===== src/rtl/multdiv_ctrl.sv =====
// Sequences the shared iterative mul/div unit: stalls decode from detection until the one-cycle writeback.
// Latency: md_rdy accepted in BUSY gives WB next cycle; optional watchdog abort enabled by `define MD_TIMEOUT_EN.
module multdiv_ctrl #(
  parameter int TIMEOUT = 40,
  parameter int CNT_W   = 6
) (
  input  logic             clock,
  input  logic             reset,
  input  logic             insn_valid,
  input  logic [4:0]       opcode,
  input  logic [4:0]       aluOp,
  input  logic [4:0]       rd,
  input  logic             md_rdy,
  input  logic             md_exc,
  output logic             stall,
  output logic             md_start,
  output logic             md_is_div,
  output logic             md_abort,
  output logic             wb_en,
  output logic [4:0]       wb_reg,
  output logic             wb_use_status,
  output logic [31:0]      wb_status,
  output logic [CNT_W-1:0] busy_cnt
);

  localparam logic [1:0] S_IDLE = 2'd0;
  localparam logic [1:0] S_BUSY = 2'd1;
  localparam logic [1:0] S_WB   = 2'd2;

`ifdef MD_TIMEOUT_EN
  localparam logic TMO_EN = 1'b1;
`else
  localparam logic TMO_EN = 1'b0;
`endif
  localparam logic [CNT_W-1:0] TMO_LAST = CNT_W'(TIMEOUT - 1);

  logic [1:0] r_state;
  logic [4:0] r_rd;
  logic       r_div;
  logic       r_exc;
  logic       r_tmo;
  logic       r_first;

  logic       w_md_op;
  logic       w_rdy_acc;
  logic       w_timeout;

  assign w_md_op   = ~reset & insn_valid & (opcode == 5'b00000) &
                     ((aluOp == 5'b00110) | (aluOp == 5'b00111));
  // The unit cannot answer in its own start cycle, so a pulse there is stale.
  assign w_rdy_acc = (r_state == S_BUSY) & ~r_first & md_rdy;
  assign w_timeout = TMO_EN & (r_state == S_BUSY) & ~w_rdy_acc & (busy_cnt == TMO_LAST);

  always_ff @(posedge clock) begin
    if (reset) begin
      r_state  <= S_IDLE;
      r_rd     <= 5'd0;
      r_div    <= 1'b0;
      r_exc    <= 1'b0;
      r_tmo    <= 1'b0;
      r_first  <= 1'b0;
      busy_cnt <= '0;
    end else begin
      case (r_state)
        S_IDLE: begin
          if (w_md_op) begin
            r_rd     <= rd;
            r_div    <= aluOp[0];
            r_exc    <= 1'b0;
            r_tmo    <= 1'b0;
            r_first  <= 1'b1;
            busy_cnt <= '0;
            r_state  <= S_BUSY;
          end
        end
        S_BUSY: begin
          r_first <= 1'b0;
          if (busy_cnt != {CNT_W{1'b1}}) begin
            busy_cnt <= busy_cnt + CNT_W'(1);
          end
          if (w_rdy_acc) begin
            r_exc   <= md_exc;
            r_state <= S_WB;
          end else if (w_timeout) begin
            r_exc   <= 1'b1;
            r_tmo   <= 1'b1;
            r_state <= S_WB;
          end
        end
        S_WB:    r_state <= S_IDLE;
        default: r_state <= S_IDLE;
      endcase
    end
  end

  always_comb begin
    stall         = 1'b0;
    md_start      = 1'b0;
    md_is_div     = 1'b0;
    md_abort      = 1'b0;
    wb_en         = 1'b0;
    wb_reg        = 5'd0;
    wb_use_status = 1'b0;
    wb_status     = 32'd0;
    case (r_state)
      S_IDLE: stall = w_md_op;
      S_BUSY: begin
        stall     = 1'b1;
        md_start  = r_first;
        md_is_div = r_div;
        md_abort  = w_timeout;
      end
      S_WB: begin
        md_is_div = r_div;
        if (r_exc) begin
          wb_en         = 1'b1;
          wb_reg        = 5'd30;
          wb_use_status = 1'b1;
          wb_status     = r_tmo ? 32'd6 : (r_div ? 32'd5 : 32'd4);
        end else begin
          wb_en  = |r_rd;
          wb_reg = r_rd;
        end
      end
      default: ;
    endcase
  end

endmodule


===== config.mk =====
export PLATFORM = sky130hd
export DESIGN_NAME = multdiv_ctrl
export DESIGN_NICKNAME = d
export VERILOG_FILES = /design/src/rtl/multdiv_ctrl.sv
export SDC_FILE = /design/constraint.sdc
export NUM_CORES = 1
export LEC_CHECK = 0
export ABC_CLOCK_PERIOD_IN_PS = 2300
export CORE_ASPECT_RATIO = 1.5
export CORE_MARGIN = 4
export CORE_UTILIZATION = 34
export CTS_CLUSTER_DIAMETER = 150
export DETAILED_ROUTE_END_ITERATION = 16
export PLACE_DENSITY = 0.87
export SYNTH_ARGS = -nofsm -noshare
export SYNTH_HDL_FRONTEND = slang
export SYNTH_SLANG_ARGS = --single-unit

===== constraint.sdc =====
create_clock -name clock -period 2.3 [get_ports clock]
set_clock_uncertainty 0.05 [all_clocks]
set_input_delay 0.46 -clock clock [delete_from_list [all_inputs] [get_ports clock]]
set_output_delay 0.46 -clock clock [all_outputs]
set_load 0.05 [all_outputs]

# Word level (Yosys, flattened, before mapping)

Index checks and enable logic that the tools add are counted.

Register bits after elaboration: 16

Multiplexer cells: 23
Reduce and logical (&&, ||, !) cells: 10
Bitwise logic cells: 8
Add/sub/neg operators: 1
Equality and inequality tests: 8

Operators with widths:

| cell                                                                    | number |
|---|---|
| 6-bit 2-to-1 mux                                                        | 2 |
| 6-bit case mux with 2 select lines                                      | 1 |
| 5-bit by 3-bit == test with 1-bit output, second input constant         | 2 |
| 1-bit 2-to-1 mux                                                        | 10 |
| 5-bit 2-to-1 mux                                                        | 2 |
| 6-bit by 1-bit adder with 6-bit output, second input constant           | 1 |
| 3-bit 2-to-1 mux                                                        | 2 |
| 6-bit inequality test, second input constant                            | 1 |
| 1-bit case mux with 2 select lines                                      | 3 |
| 2-bit AND reduction                                                     | 3 |
| 3-bit AND reduction                                                     | 2 |
| 1-bit AND                                                               | 5 |
| 5-bit zero test                                                         | 1 |
| 5-bit OR reduction                                                      | 1 |
| 2-bit 2-to-1 mux                                                        | 2 |
| 2-bit inequality test, second input constant                            | 2 |
| 2-bit case mux with 2 select lines                                      | 1 |
| 2-bit by 1-bit == test with 1-bit output, second input constant         | 1 |
| 2-bit == test, second input constant                                    | 1 |
| 2-bit zero test                                                         | 1 |
| 2-bit by 1-bit inequality test with 1-bit output, second input constant | 1 |
| 1-bit inverter                                                          | 2 |
| 2-bit nonzero test                                                      | 1 |
| 2-bit OR reduction                                                      | 1 |
| 1-bit bitwise OR                                                        | 1 |

# Depth between registers and ports, before layout

Gate-level depths: netlist (run 1).

Depth after elaboration: 6
Gate-level depth with buffers: 7
Mapped depth without buffers: 6

# Worst setup path before layout (run 1)

No wires, ideal clock.

Path kind: in2out
From: input opcode[0]
To: output stall
Required time: 1.790 ns
Path slack: -0.276 ns
Stages: 4
Arrival time: 2.066 ns
Cells stage by stage: or4_4 -> or4_1 -> buf_6 -> nand2_1

Cells in the longest elaborated chain, start to end: 4

Ends and longest elaborated chain:

| item                               | line | source |
|---|---|---|
| from (decl)                        | 10   | `input logic [4:0] opcode,` |
| 5-bit zero test                    | 48   | `assign w_md_op = ~reset & insn_valid & (opcode == 5'b00000) &` |
| 1-bit AND (2 in series)            | 48   |  |
| 1-bit case mux with 2 select lines | 105  | `case (r_state)` |
| to (decl)                          | 15   | `output logic stall,` |

No other way between the ends.

# Final worst setup path (run 1)

From: input opcode[3]
To: output stall

Same word-level chain as after synthesis.

==> impl_metrics.yaml, run 1 <==
pwr:
  seqPwrFrac_pct: 39.3
  pwr-share-comb_pct: 25.6
  p_int_uw: 472
  clkPwrFrac_pct: 35.1
  powerDensity_nw_per_um2: 460
  total_leakage_power_uw: 0.000708
  ir_drop_mv: 0.396
  switching_power_uw: 239
  p_total_uw: 712
  netSwitchingFraction_pct: 33.6
logic_synthesis:
  synthXorXnorAreaFrac_pct: 0
  synth_top_family_by_area: "buffers and inverters"
  synthSimpleGateAreaFrac_pct: 17.0
  synth_seq_cells: 16
  ys_types: 36
  synth.area.mux_share_pct: 5.18
  ys.warnings.count: 0
  synth_adder_area_share_pct: 4.31
  synthCells: 133
  synthArstFlopShare_pct: 0
  ys_seq_area_share_pct: 27.6
  netlist_area_um2: 1160
  synth-compound-area-share_pct: 20.5
  syn_avg_cell_area_um2: 8.72
  synth-edff-count: 0
  yosys_most_used_dff: "dfxtp_1"
finish:
  nets: 200
  num_antenna_cells: 0
  post-route-cell-area_um2: 1550
  drive_gt1_share_pct: 23.4
  stdcell_count: 215
  area_growth_pct: 33.4
  fill_cells: 324
global_routing:
  grt_usage_pct: 11.6
  antenna_found_initial: 0
  grt_overflow_total: 0
  grt_pass1_wl_mm: 4.15
  grt_pass1_vias: 936
  grt_max_degree: 17
worst_setup_path:
  critPathLaunch: "opcode[3]"
  crit_arrival_ps: 1840
  crit_type: "input port to output pin"
  crit_required_ps: 1790
  max_stage_delay_ps: 540
  crit_path_start_kind: "input port"
  cp_top_family: "simple AND/OR/NAND/NOR gates"
  critPathMaxFanout: 2
  crit_path_end_kind: "output pin"
  worst-path-buf-inv: 2
  reg2reg_from: "r_state[1]"
  path_cells: "clkbuf_2, or4_4, or4_4, nand2_8, buf_12"
  slowest_stage: "or4_4"
  crit_top_cell: "or4_4"
floorplanning:
  coreArea_um2: 3220
  die_area_um2: 4430
  dieHeight_um: 79.5
  io_pins: 69
  start_util_pct: 36.0
  die_w_um: 55.7
  rows: 25
cts:
  clock-sinks: 16
  cts_hold_buf: 0
  clock_latency_ps: 250
  cts_buffers: 3
  clk_pin_slew_ps: 60
  clockRootBuffer: "clkbuf_8"
  htreeDepth: 1
  cts_tree: "done"
  cts_max_path_buffers: 2
drt:
  wl_per_cell_um: 12.5
  viasPerCell: 4.80
  vias: 1033
  drt_iter0_drc: 36
  routed_wl_mm: 2.68
  detail_route.first_pass.iterations: 4
  ant_nets: 0
  drc_errors: 0
placed_design:
  place_inst: 211
  post_dp_cell_area_um2: 1500
  dp_hpwl_mm: 2.09
  gp_congestion: 0.815
  portBuffers: 37
sta:
  finalHoldViolCount: 0
  slew_headroom_pct: 65.6
  period_minus_slack_ps: 2350
  drv_slew: 0
  tightest_slew_ps: 514
  setup_viol: 1
  rsz0062_at_grt: "yes"
  fin_ws_ps: -47.2
  max_freq_ghz: 0.426
  fin_crit_sh_pct: 102
outcome:
  violations: "negative setup slack"
  status: "finished with violations"
min_path:
  hold_class: "register to register"
  hold_start: "r_div"
run:
  drv_cap: 0
layout make-up:
class	count	area [um^2]	area share, %
multi-input cells	104	698	45.1
well taps	40	50.0	3.23
repair buffers	45	402	25.9
clock buffers	4	55.1	3.56
inverters	6	22.5	1.46
flip-flops and latches	16	320	20.7
power groups by stage:
stage               sequential [uW]  clock [uW]  combinational, uW
floorplan                       286           0                181
CTS                             280         258                178
detailed placement              286           0                183
finish                          280         250                182
global placement                286           0                181
global route                    280         270                191
timing repair:
action,CTS,global route
buffers inserted,0,0
setup endpoints to repair,5,1
resized for setup,27,5
pin swaps,5,4
cell families after synthesis:
logic type	after synthesis
flip-flops	16
AO/OA/AOI/OAI	28
other	1
adder cells (fa/ha/maj)	4
multiplexers	6
buffers and inverters	43
AND/OR/NAND/NOR	35
path summary, 6_finish.rpt:
path	to	slack, ps	depth (start not counted)
hold / removal	r_div	460	2
setup / recovery	stall	-50	5
setup reg to reg	r_first	380	6
hold reg to reg	r_div	460	2
metal layers:
metal  global-route usage (%)  share of wire, %
met1                     12.7                39
met2                     21.3                49
met3                     2.91                11
met4                     4.38               1.2
met5                        0                 0
per-stage QoR:
stage	hold WS [ps]	setup WS (ps)	setup TNS [ps]	utilization, %
global placement	444	-375	-3540	46.7
finish	459	-47.2	-47.2	48.0
detailed placement	450	-379	-3890	46.7
floorplan	420	-15.6	-15.6	-
CTS	465	-50.4	-50.4	47.8
global route	511	-72.2	-72.2	48.0
synthesized netlist by cell type (2+ instances only):
master / instances / area, um^2
buf_4: 32 / 240
inv_1: 6 / 22.5
nand4_1: 4 / 25.0
a31oi_1: 2 / 12.5
mux2i_1: 6 / 60.1
a21oi_1: 4 / 20.0
and2_1: 2 / 12.5
nand2_1: 7 / 26.3
dfxtp_1: 16 / 320
and3_1: 2 / 12.5
ha_1: 4 / 50.1
nand3_1: 2 / 10.0
o21ai_0: 5 / 25.0
a221oi_1: 2 / 17.5
a211oi_1: 3 / 22.5
or4_1: 2 / 15.0
nor2_1: 10 / 37.5
clkbuf_1: 3 / 11.3
o21a_1: 4 / 30.0
cells in the final DEF (no fill, tap or decap), types with 2 or more instances in the layout:
master	netlist	routed
clkdlybuf4s50_1	0	14
clkdlybuf4s15_1	0	3
nor2_1	10	10
clkbuf_8	0	4
conb_1	1	31
buf_4	32	18
nand4_1	4	4
inv_1	6	6
buf_6	1	2
a221oi_1	2	2
a21oi_1	4	4
ha_1	4	3
and2_1	2	2
o21a_1	4	4
a31oi_1	2	2
buf_12	0	2
clkbuf_2	0	2
a211oi_1	3	3
or4_4	1	2
nand2_1	7	6
buf_2	1	3
and3_1	2	2
dfxtp_1	16	16
nand3_1	2	2
o21ai_0	5	5
mux2i_1	6	6
sequential cells by signal (all words and copies together), names as in the netlist:
name	count
r_div	1
r_first	1
busy_cnt	6
r_state	2
r_exc	1
r_rd	5
worst register-to-register path: cells and delay by family, from the launching register on:
kind                     cells  cell delay [ps]
AO/OA/AOI/OAI                1              270
adder cells (fa/ha/maj)      1              180
buffers and inverters        3              440
flip-flops                   1              310
AND/OR/NAND/NOR              1              590
(Power assumes the default switching activity.)
==> inputs of run 2 (changes only) <==
--- a/config.mk
+++ b/config.mk
@@ -6,12 +6,14 @@
 export NUM_CORES = 1
 export LEC_CHECK = 0
 export ABC_CLOCK_PERIOD_IN_PS = 2300
+export CELL_PAD_IN_SITES_DETAIL_PLACEMENT = 0
+export CELL_PAD_IN_SITES_GLOBAL_PLACEMENT = 1
 export CORE_ASPECT_RATIO = 1.5
 export CORE_MARGIN = 4
-export CORE_UTILIZATION = 34
+export CORE_UTILIZATION = 23
 export CTS_CLUSTER_DIAMETER = 150
 export DETAILED_ROUTE_END_ITERATION = 16
-export PLACE_DENSITY = 0.87
+export PLACE_DENSITY = 0.85
 export SYNTH_ARGS = -nofsm -noshare
 export SYNTH_HDL_FRONTEND = slang
 export SYNTH_SLANG_ARGS = --single-unit
==> run 2 against run 1 <==
  * The flow still finishes with violations (negative setup slack)
  * Total power grew 0.42%
  * Highest routed layer unchanged
  * Cell count rose by 13%
  * Global-route usage fell by 2.9 points
  * Die area rose by 41%
  * Via count down 2.3%
  * Final area grew 2.9%
  * Combinational power about the same
  * Fmax barely moved
  * Flip-flop and latch count unchanged
==> impl_metrics.yaml, run 2 (synthesized netlist as in run 1, its figures left out) <==
cts:
  cts_buffers: 3
  clk_pin_slew_ps: 60
  clockRootBuffer: "clkbuf_8"
  cts_hold_buf: 0
  cts_max_path_buffers: 2
  clock_latency_ps: 250
  htreeDepth: 1
  clock-sinks: 16
  cts_tree: "done"
floorplanning:
  coreArea_um2: 4850
  die_area_um2: 6270
  rows: 31
  die_w_um: 66.0
  start_util_pct: 23.9
  dieHeight_um: 95.0
  io_pins: 69
drt:
  drc_errors: 0
  wl_per_cell_um: 11.6
  detail_route.first_pass.iterations: 4
  routed_wl_mm: 2.82
  ant_nets: 0
  viasPerCell: 4.15
  drt_iter0_drc: 36
  vias: 1009
placed_design:
  dp_slack_ps: -385
  post_dp_cell_area_um2: 1540
  dp_hpwl_mm: 2.21
  portBuffers: 37
  gp_congestion: 0.702
sta:
  max_freq_ghz: 0.426
  rsz0062_at_grt: "yes"
  whs_ps: 462
  finalHoldViolCount: 0
  setup_viol: 1
  fin_crit_sh_pct: 102
  drv_slew: 0
  fin_ws_ps: -44.9
  tightest_slew_ps: 509
  period_minus_slack_ps: 2340
  slew_headroom_pct: 66.0
worst_setup_path:
  critPathMaxFanout: 2
  cp_top_family: "simple AND/OR/NAND/NOR gates"
  max_stage_delay_ps: 550
  crit_arrival_ps: 1830
  crit_type: "input port to output pin"
  worst-path-buf-inv: 2
  reg2reg_depth: 6
  crit_required_ps: 1790
  cp.depth: 5
  crit_path_end_kind: "output pin"
  path_cells: "buf_6, or4bb_4, or4_4, nand2_8, buf_12"
  crit_path_start_kind: "input port"
  slowest_stage: "or4_4"
finish:
  final_common_cell: "conb_1"
  area_growth_pct: 37.3
  mostFrequentLayoutCells: "conb_1 (31), buf_4 (20), dfxtp_1 (16)"
  post-route-cell-area_um2: 1590
  largest-register: "busy_cnt"
  drive_gt1_share_pct: 23.7
  seq_area_um2: 320
  largest_reg_flops: 6
  top_regs: "busy_cnt (6), r_rd (5), r_state (2)"
  num_antenna_cells: 0
  nets: 202
  fill_cells: 545
  multi_input_area_um2: 698
pwr:
  ir_drop_mv: 0.194
  total_leakage_power_uw: 0.000716
  netSwitchingFraction_pct: 33.8
  clkPwrFrac_pct: 35.2
  seqPwrFrac_pct: 39.2
  pwr-share-comb_pct: 25.6
  switching_power_uw: 241
  p_total_uw: 715
  powerDensity_nw_per_um2: 449
  p_int_uw: 473
outcome:
  violations: "negative setup slack"
  status: "finished with violations"
global_routing:
  grt_max_degree: 17
  grt_pass1_vias: 915
  grt_overflow_total: 0
  grt_usage_pct: 8.71
  antenna_found_initial: 0
  grt_pass1_wl_mm: 4.17
min_path:
  hold_class: "register to register"
  min_path_cells: 2
run:
  drv_cap: 0
-- run 2: layer usage --
layer	vias to the layer above	part of all wire, %	global-route usage [%]
met1	453	37	9.25
li1	496	-	-
met4	0	2.1	4.58
met2	55	50	15.7
met3	5	11	1.90
met5	-	0	0
-- run 2: final timing paths --
check / end / start / slack, ps
worst max-delay path: stall / aluOp[3] / -40
worst min-delay path: r_div / r_div / 460
worst max register to register: r_first / r_state[0] / 380
worst min register to register: r_div / r_div / 460
-- run 2: timing repair --
item / CTS / global route
setup endpoints to repair: 2 / 1
resized for setup: 28 / 2
pin swaps: 5 / 0
setup buffers: 1 / 0
-- run 2: metrics by stage --
step | utilization [%] | std cells | setup TNS (ps)
floorplan | - | 163 | -15.6
global placement | 31.8 | 238 | -3670
detailed placement | 31.8 | 238 | -3970
CTS | 32.7 | 243 | -52.4
global route | 32.9 | 243 | -62.1
finish | 32.9 | 243 | -44.9
-- run 2: layout make-up --
cell class / count / share of cell area (%)
Multi-Input combinational cell: 104 / 43.8
Timing Repair Buffer: 47 / 26.0
Sequential cell: 16 / 20.1
Tap cell: 66 / 5.18
Clock buffer: 4 / 3.46
Inverter: 6 / 1.41
-- run 2: power groups by stage --
stage | registers [uW] | logic [uW] | clock network (uW)
finish | 280 | 183 | 251
global route | 280 | 192 | 270
CTS | 280 | 179 | 261
detailed placement | 286 | 183 | 0
global placement | 286 | 182 | 0
floorplan | 286 | 181 | 0
-- run 2: worst min-delay path, cell delays in order, from the launching register on --
cell and delay, ps:
dfxtp_1 340, mux2i_1 70, nor2_1 70
==> inputs of run 3 (changes only) <==
--- a/config.mk
+++ b/config.mk
@@ -5,7 +5,7 @@
 export SDC_FILE = /design/constraint.sdc
 export NUM_CORES = 1
 export LEC_CHECK = 0
-export ABC_CLOCK_PERIOD_IN_PS = 2300
+export ABC_CLOCK_PERIOD_IN_PS = 1900
 export CELL_PAD_IN_SITES_DETAIL_PLACEMENT = 0
 export CELL_PAD_IN_SITES_GLOBAL_PLACEMENT = 1
 export CORE_ASPECT_RATIO = 1.5
@@ -13,6 +13,7 @@
 export CORE_UTILIZATION = 23
 export CTS_CLUSTER_DIAMETER = 150
 export DETAILED_ROUTE_END_ITERATION = 16
+export HOLD_SLACK_MARGIN = 0.06
 export PLACE_DENSITY = 0.85
 export SYNTH_ARGS = -nofsm -noshare
 export SYNTH_HDL_FRONTEND = slang
==> constraint.sdc (replaced) <==
create_clock -name clock -period 1.9 [get_ports clock]
set_clock_uncertainty 0.05 [all_clocks]
set_input_delay 0.38 -clock clock [delete_from_list [all_inputs] [get_ports clock]]
set_output_delay 0.38 -clock clock [all_outputs]
set_load 0.05 [all_outputs]
==> run 3 against run 2 <==
  * Clock power about the same
  * Sequential power increased by 21%
  * Wire length increased by 4.2%
  * Total power increased by 16%
  * The flow still finishes with violations (negative setup slack)
  * Highest routed layer unchanged
  * Worst hold slack improved by 9.7 ps
  * Largest cell class unchanged
==> impl_metrics.yaml, run 3 (synthesized netlist as in run 1, its figures left out) <==
global_routing:
  antenna_found_initial: 0
  grt_pass1_wl_mm: 4.73
  grt_pass1_vias: 1056
  grt_usage_pct: 9.87
  grt_overflow_total: 0
  grt_max_degree: 17
sta:
  setup_viol: 13
  whs_ps: 471
  rsz0062_at_grt: "yes"
  fin_ws_ps: -317
  finalHoldViolCount: 0
  max_freq_ghz: 0.451
  fin_crit_sh_pct: 117
  period_minus_slack_ps: 2220
  drv_slew: 0
drt:
  wl_per_cell_um: 11.8
  drt_iter0_drc: 32
  ant_nets: 0
  routed_wl_mm: 2.94
  viasPerCell: 4.18
  detail_route.first_pass.iterations: 4
  drc_errors: 0
  vias: 1045
min_path:
  hold_start: "r_rd[1]"
  min_path_cells: 2
  hold_class: "register to register"
  min_to: "r_rd[1]"
worst_setup_path:
  r2r_slack_ps: 10
  reg2reg_from: "r_state[0]"
  crit_type: "input port to output pin"
  crit_path_start_kind: "input port"
  r2r_end: "r_div"
  crit_required_ps: 1470
  crit_path_end_kind: "output pin"
  reg2reg_depth: 8
  critPathMaxFanout: 2
  crit_arrival_ps: 1790
finish:
  largest_reg_flops: 6
  nets: 210
  mostFrequentLayoutCells: "conb_1 (31), buf_4 (19), dfxtp_1 (15)"
  final_common_cell: "conb_1"
  top_regs: "busy_cnt (6), r_rd (5), r_state (2)"
  area_growth_pct: 56.1
  drive_gt1_share_pct: 35.3
  stdcell_count: 250
  largest-register: "busy_cnt"
  num_antenna_cells: 0
floorplanning:
  start_util_pct: 23.9
  die_area_um2: 6270
  dieHeight_um: 95.0
  io_pins: 69
  die_w_um: 66.0
  coreArea_um2: 4850
  rows: 31
placed_design:
  gp_congestion: 0.754
  portBuffers: 37
  place_inst: 244
  dp_hpwl_mm: 2.29
cts:
  clockRootBuffer: "clkbuf_8"
  clock-sinks: 16
  htreeDepth: 1
  cts_hold_buf: 0
  clock_latency_ps: 250
  cts_buffers: 3
  clk_pin_slew_ps: 60
  cts_tree: "done"
  cts_max_path_buffers: 2
pwr:
  powerDensity_nw_per_um2: 456
  total_leakage_power_uw: 0.000802
  ir_drop_mv: 0.267
outcome:
  status: "finished with violations"
  violations: "negative setup slack"
run:
  drv_cap: 0
[run 3: area by class of cell]
| class | instances | area, um^2 |
|---|---|---|
| inverter | 6 | 22.5 |
| timing repair buffer | 55 | 604 |
| multi-input combinational | 104 | 738 |
| clock buffer | 3 | 41.3 |
| sequential | 16 | 322 |
| tap | 66 | 82.6 |
| fill | 490 | 3040 |
[run 3: worst max-delay path by stage]
stage	from	endpoint	slack, ps	cells past startpoint
floorplan	opcode[4]	stall	-250	4
global placement	aluOp[2]	stall	-630	5
detailed placement	opcode[4]	stall	-630	5
CTS	opcode[0]	stall	-330	5
global route	opcode[0]	stall	-340	5
finish	opcode[0]	stall	-320	5
[run 3: power breakdown]
group | total, uW | leakage [uW] | switching (uW) | internal (uW)
clock | 254 | 0.0000216 | 113 | 141
sequential | 339 | 0.000129 | 1.58 | 338
combinational | 233 | 0.000651 | 174 | 59.3
[run 3: critical path, cell delays in order]
cell     delay [ps]
buf_6            90
or4_4           520
or4_4           580
nand2_8          80
buf_12          130
[run 3: layer usage]
layer / vias up / global-route usage, % / routed length, um
met3: 4 / 2.26 / 245
met4: 0 / 4.58 / 55
met5: - / 0 / 0
met2: 52 / 18.3 / 1500
li1: 510 / - / -
met1: 479 / 10.2 / 1140
[run 3: through the flow]
step	cell area, um^2	worst slack (ps)	utilization [%]	power [uW]	TNS (ps)
after floorplan	1310	-254	-	565	-876
after global placement	1690	-629	34.8	576	-8700
after detailed placement	1690	-629	34.8	576	-8830
after CTS	1750	-329	36.2	830	-660
after global routing	1810	-336	37.3	867	-1870
final	1810	-317	37.3	826	-1260
[run 3: repair_timing]
| action | 4_1_cts | 5_1_grt |
|---|---|---|
| pin swaps | 9 | 9 |
| endpoints found under the setup margin | 21 | 16 |
| gates cloned | 0 | 0 |
| resized for setup | 38 | 11 |
| buffers inserted | 2 | 2 |
